$ cat config.mk
export PLATFORM = sky130hd
export DESIGN_NAME = digit_frame_sync
export DESIGN_NICKNAME = d
export VERILOG_FILES = /design/src/rtl/digit_frame_sync.sv
export SDC_FILE = /design/constraint.sdc
export NUM_CORES = 1
export LEC_CHECK = 0
export BUFFER_PORTS_ARGS = -buffer_cell sky130_fd_sc_hd__buf_4
export CORE_ASPECT_RATIO = 0.75
export CORE_MARGIN = 8
export CORE_UTILIZATION = 60
export DETAILED_ROUTE_END_ITERATION = 10
export PLACE_DENSITY = 0.82
export SLEW_MARGIN = 5
export SYNTH_ARGS = -nofsm -noshare
export SYNTH_HDL_FRONTEND = slang
export SYNTH_SLANG_ARGS = --single-unit
$ cat constraint.sdc
create_clock -name pixClk -period 3.17 [get_ports pixClk]
set_input_delay 0.4755 -clock pixClk [delete_from_list [all_inputs] [get_ports pixClk]]
set_output_delay 0.4755 -clock pixClk [all_outputs]
set_load 0.01 [all_outputs]
$ cat src/rtl/digit_frame_sync.sv
// digit_frame_sync
// Buffers one digit code from a producer and commits it to video_gen only on a
// frame boundary (vSync falling edge), so a frame never shows a half-updated
// digit. Also picks the caption string via a 4-bit LFSR and drops back to the
// instruction screen after an idle timeout.
//
// state | meaning
// ------+---------------------------------------------------------------
// INSTR | instruction screen shown, digitEn=0, txtSelect=0
// SHOW  | committed digit shown, idle timer running between commits
module digit_frame_sync #(
    parameter logic [9:0] TIMEOUT_FRAMES = 10'd600,
    parameter logic [3:0] OPTIONS        = 4'd10,
    parameter logic [3:0] LFSR_SEED      = 4'b0011
) (
    input  logic       pixClk,
    input  logic       reset,
    input  logic       vSync,
    input  logic [3:0] inDigit,
    input  logic       inValid,
    output logic       inReady,
    output logic [3:0] digit,
    output logic       digitEn,
    output logic [3:0] txtSelect,
    output logic       frameTick,
    output logic       badDigit
);

    typedef enum logic {
        INSTR = 1'b0,
        SHOW  = 1'b1
    } state_t;

    // The idle timer is a down-counter loaded on each commit; it times out at
    // the TIMEOUT_FRAMES-th boundary after the last commit.
    localparam logic [9:0] TIMER_LOAD    = TIMEOUT_FRAMES - 10'd1;
    localparam logic       TIMER_ENABLED = (TIMEOUT_FRAMES != 10'd0);

    state_t     state;
    state_t     stateNxt;

    logic       vSyncPrev;
    logic       fs;
    logic [3:0] lfsr;
    logic [3:0] lfsrMapped;

    logic       pendValid;
    logic       pendValidNxt;
    logic [3:0] pendDigit;
    logic       accept;
    logic       codeOk;
    logic       commit;

    logic [9:0] remain;
    logic [9:0] remainNxt;
    logic       timeoutHit;
    logic [3:0] digitNxt;
    logic [3:0] txtSelectNxt;

    assign fs         = vSyncPrev & ~vSync;
    assign accept     = inValid & inReady;
    assign codeOk     = (inDigit <= 4'd9);
    assign commit     = fs & pendValid;
    assign timeoutHit = TIMER_ENABLED && (remain == 10'd0);
    // Fold LFSR values past the last caption back into the caption range.
    assign lfsrMapped = (lfsr < OPTIONS) ? lfsr : (lfsr - 4'd6);

    // Frame boundary detection, frame tick pulse and caption LFSR.
    always_ff @(posedge pixClk or posedge reset) begin
        if (reset) begin
            vSyncPrev <= 1'b1;
            frameTick <= 1'b0;
            lfsr      <= LFSR_SEED;
        end else begin
            vSyncPrev <= vSync;
            frameTick <= fs;
            if (fs) begin
                lfsr <= {lfsr[2:0], lfsr[3] ^ lfsr[2]};
            end
        end
    end

    // Next occupancy of the one-entry buffer; accept only happens when empty,
    // so it can never collide with a commit on the same edge.
    always_comb begin
        pendValidNxt = pendValid;
        if (commit) begin
            pendValidNxt = 1'b0;
        end else if (accept && codeOk) begin
            pendValidNxt = 1'b1;
        end
    end

    // Producer handshake: buffer register, ready flag and bad-code pulse.
    always_ff @(posedge pixClk or posedge reset) begin
        if (reset) begin
            pendValid <= 1'b0;
            pendDigit <= 4'd0;
            inReady   <= 1'b1;
            badDigit  <= 1'b0;
        end else begin
            pendValid <= pendValidNxt;
            inReady   <= ~pendValidNxt;
            badDigit  <= accept & ~codeOk;
            if (accept && codeOk) begin
                pendDigit <= inDigit;
            end
        end
    end

    // FSM state register.
    always_ff @(posedge pixClk or posedge reset) begin
        if (reset) begin
            state <= INSTR;
        end else begin
            state <= stateNxt;
        end
    end

    // FSM next state: commits force SHOW, an expired idle timer returns to INSTR.
    always_comb begin
        stateNxt = state;
        if (commit) begin
            stateNxt = SHOW;
        end else if (fs && (state == SHOW) && timeoutHit) begin
            stateNxt = INSTR;
        end
    end

    // FSM outputs: next digit, caption and idle timer values.
    always_comb begin
        digitNxt     = digit;
        txtSelectNxt = txtSelect;
        remainNxt    = remain;
        if (commit) begin
            digitNxt  = pendDigit;
            remainNxt = TIMER_LOAD;
            // Re-committing the digit already on screen keeps its caption.
            if ((state == INSTR) || (pendDigit != digit)) begin
                txtSelectNxt = lfsrMapped;
            end
        end else if (fs && (state == SHOW)) begin
            if (timeoutHit) begin
                txtSelectNxt = 4'd0;
                remainNxt    = 10'd0;
            end else if (TIMER_ENABLED && (remain != 10'd0)) begin
                remainNxt = remain - 10'd1;
            end
        end
    end

    // Registered display outputs and idle timer.
    always_ff @(posedge pixClk or posedge reset) begin
        if (reset) begin
            digit     <= 4'd0;
            digitEn   <= 1'b0;
            txtSelect <= 4'd0;
            remain    <= 10'd0;
        end else begin
            digit     <= digitNxt;
            digitEn   <= (stateNxt == SHOW);
            txtSelect <= txtSelectNxt;
            remain    <= remainNxt;
        end
    end

endmodule
==> metrics.md <==
| Metric | Value |
|---|---|
| Status | `completed` |
| Port Buffers | `19` |
| Die Wd | `around 74 um` |
| Ys flop type | `dfrtp_1` |
| # IOs | `20` |
| Initial core utilization | `0.607` |
| Std-Cell Core Area | `0.00252 mm^2` |
| P per Cell Area | `a little over 800 mW/mm^2` |
| Ys Warns | `0` |
| Worst path required time | `3.43 ns` |
| Post-Syn Area per Cell | `10.2 um^2` |
| Fraction of registers with async set or reset after synthesis | `1.00` |
| Critical Path Sink Type | `flop` |
| Synth-to-layout area growth | `15.0%` |
| Row count | `16` |
| Synth Net Count | `about 160` |
| Biggest cell delay along the critical path | `between 0.5 and 0.6 ns` |
| Synth cell types | `36` |
| Hold Crit Class | `in2reg` |
| Root buf cell | `clkbuf_4` |
| DRC violations left | `0` |
| Max Slew Vio Count | `0` |
| H-tree levels | `2` |
| Remaining global-route overflow | `0` |
| Tmin final | `about 2.1 ns` |
| CTS Buffer Depth | `2` |
| First-pass GRT wire length | `5350 um` |
| Die ar. | `approximately 0.0044 mm^2` |
| WS Path Type | `reg2reg` |
| Largest net degree at the start of global routing | `32` |
| TritonCTS Buffers | `5` |
| Die Ht | `59.7 um` |
| Routed wl met3 | `124 um` |
| Met1 Wirelength | `1460 um` |
| Synth Area in Adders | `0.0327` |
| Post_cts resized | `0` |
| Post-synth EDFFs | `0` |
| Max frequency | `487 MHz` |
| FF+latch count, synth | `32` |
| Vias in the first global route | `1256` |
| CTS tree | `done` |
| Tcrit/Tclk final | `0.648` |
| Share of cells above drive strength 1 | `0.213` |
| Cells along the critical path | `nand2b_1 -> inv_1 -> o21ai_0 -> or4_1 -> a21oi_1` |
| Multiplexer share of the synthesized area | `0.0417` |
| Clock Latency Late Sink | `0.33 ns` |
| Clock slew at reported path FFs | `0.09 ns` |
| Simple-gate portion of the synthesized area | `0.190` |
| Area leader, netlist | `dfrtp_1` |
| Synth top area share | `0.458` |
| Post-CTS Setup Bufs | `0` |
| Initial antenna violation count | `0` |
| GP Congestion | `around 0.89` |
| Top delay family on crit path | `simple AND/OR/NAND/NOR gates` |
| Cts hold-fix bufs | `0` |
| Synth top area cells | `dfrtp_1 46%, dfstp_2 6.9%, nand2_1 4.9%` |
| Leakage | `about 0.8 nW` |
| Synthesized area | `about 0.0015 mm^2` |
| ANT cells | `0` |
| Clk sinks | `32` |
| Syn Inst Count | `150` |
| Register area share after synthesis | `0.527` |
| Max FO, Critical Path | `13` |
| Total vias in the final route | `1200` |
| GRT Overall Usage | `0.162` |
| Final HPWL DP | `2450 um` |
| Critical path startpoint category | `flop` |
| Met2 wire length | `1580 um` |
| Vias per std cell | `5.71` |
| Worst rel slew slack | `0.277` |
| Highest routed layer | `met4` |
| Crit path buf inv count | `1` |
| Worst Max-Slew Pin Slew | `between 1 and 1.5 ns` |
| Largest family of logic cells by synthesized area | `simple AND/OR/NAND/NOR gates` |
| Hold Vio Cnt, Final | `0` |
| Maximum VDD drop | `0.490 mV` |
| Compound-Gate Fraction of Synth Area | `0.130` |
| Final Net Count | `roughly 190` |
| Final ANT Viol Nets | `0` |
| Max cap viols | `0` |
| Initial DRC Count | `64` |
| Crit path max-delay cell type | `dfstp_2` |
| Final clock skew | `roughly 0.0090 ns` |
| DR WL/cell | `approximately 15 um` |
| Final Routed Wirelength | `3250 um` |
| TritonRoute pass-1 iters | `4` |
| Final setup fails | `0` |
| XOR/XNOR Fraction of Synth Area | `0.0401` |
| Worst Path Arrival | `2.31 ns` |
| Final setup TNS | `0 ns` |
| Hold slack | `0.263 ns` |
| RSZ-0062 raised after global routing | `false` |
[worst reg2reg max path, stage by stage, from the launching register on]
cell and delay, ns:
dfstp_2 0.56, nand2b_1 0.26, inv_1 0.25, o21ai_0 0.23, or4_1 0.51, a21oi_1 0.16
[sequential cells by signal, indices dropped and copies added (netlist names)]
name,flops
pendValid,1
txtSelect,4
digitEn,1
frameTick,1
pendDigit,4
badDigit,1
inReady,1
vSyncPrev,1
remain,10
digit,4
lfsr,4
[placed cells by master (no fill, tap or decap), types with 2 or more instances in the layout]
cell type	Yosys	final
dfrtp_1	28	28
nand2_1	20	20
buf_4	0	20
inv_1	12	11
nor2_1	9	9
o21ai_0	7	7
nor4_1	5	5
a21oi_1	5	5
clkbuf_4	0	5
xnor2_1	4	4
o22ai_1	4	4
nand3_1	4	4
ha_1	4	4
dfstp_2	4	4
xor2_1	3	3
nand2b_1	3	3
mux2i_1	3	3
mux2_2	3	3
a31oi_1	3	3
o31ai_1	3	3
and2_1	2	2
nand3b_1	2	2
o21ai_1	2	2
o211ai_1	2	2
or4_1	2	2
clkbuf_1	4	2
[stage by stage]
| step | cell area, um^2 | std cells | utilization | power (mW) | worst slack, ns |
|---|---|---|---|---|---|
| after floorplan | 1530 | 150 | - | 1.01 | 1.54 |
| after global placement | 1710 | 202 | 0.678 | 1.17 | 1.13 |
| after detailed placement | 1710 | 202 | 0.678 | 1.21 | 1.01 |
| after CTS | 1760 | 210 | 0.698 | 1.43 | 1.14 |
| after global routing | 1760 | 210 | 0.698 | 1.52 | 0.952 |
| final | 1760 | 210 | 0.698 | 1.42 | 1.12 |
[cells in the mapped netlist, types with 4 or more instances]
master / n
nand3_1: 4
clkbuf_1: 4
ha_1: 4
dfrtp_1: 28
nor2_1: 9
dfstp_2: 4
nor4_1: 5
a21oi_1: 5
o22ai_1: 4
xnor2_1: 4
nand2_1: 20
o21ai_0: 7
inv_1: 12
[per-layer routing]
layer | GRT usage | up-vias
met4 | 0.0972 | 0
met1 | 0.182 | 595
met2 | 0.269 | 26
met3 | 0.0452 | 10
met5 | 0 | -
li1 | - | 569
[final timing paths]
| check | end | cells after the start | start | slack [ns] |
|---|---|---|---|---|
| max reg2reg | remain[8]$_DFFE_PP0P_ | 5 | vSyncPrev$_DFF_PP1_ | 1.12 |
| min in group asynchronous | pendDigit[2]$_DFFE_PP0P_ | 2 | reset | 0.27 |
| max in group asynchronous | lfsr[0]$_DFFE_PP1N_ | 3 | reset | 2.27 |
| min | vSyncPrev$_DFF_PP1_ | 1 | vSync | 0.26 |
| min reg2reg | lfsr[0]$_DFFE_PP1N_ | 2 | lfsr[0]$_DFFE_PP1N_ | 0.51 |
| max | remain[8]$_DFFE_PP0P_ | 5 | vSyncPrev$_DFF_PP1_ | 1.12 |
[final cells by class]
type | instances | area [um^2]
multi-input combinational | 102 | 664
inverter | 12 | 45.0
timing repair buffer | 20 | 150
clock buffer | 7 | 45.0
sequential | 32 | 806
clock inverter | 1 | 5.00
fill | 204 | 762
tap | 36 | 45.0
[where the power goes]
part | leakage, nW | internal (mW) | switching, mW
Sequential | 0.381 | 0.560 | 0.150
Clock | 0.0293 | 0.0863 | 0.132
Combinational | 0.391 | 0.242 | 0.252
Total | 0.801 | 0.888 | 0.533
[cells by family (layout without fill, tap and decap cells)]
logic type               Yosys count  count (layout)
flip-flops                        32              32
XOR/XNOR                           7               7
AND/OR/NAND/NOR                   54              54
buffers and inverters             16              40
multiplexers                       6               6
adder cells (fa/ha/maj)            4               4
AO/OA/AOI/OAI                     31              31
(Power assumes the default switching activity.)
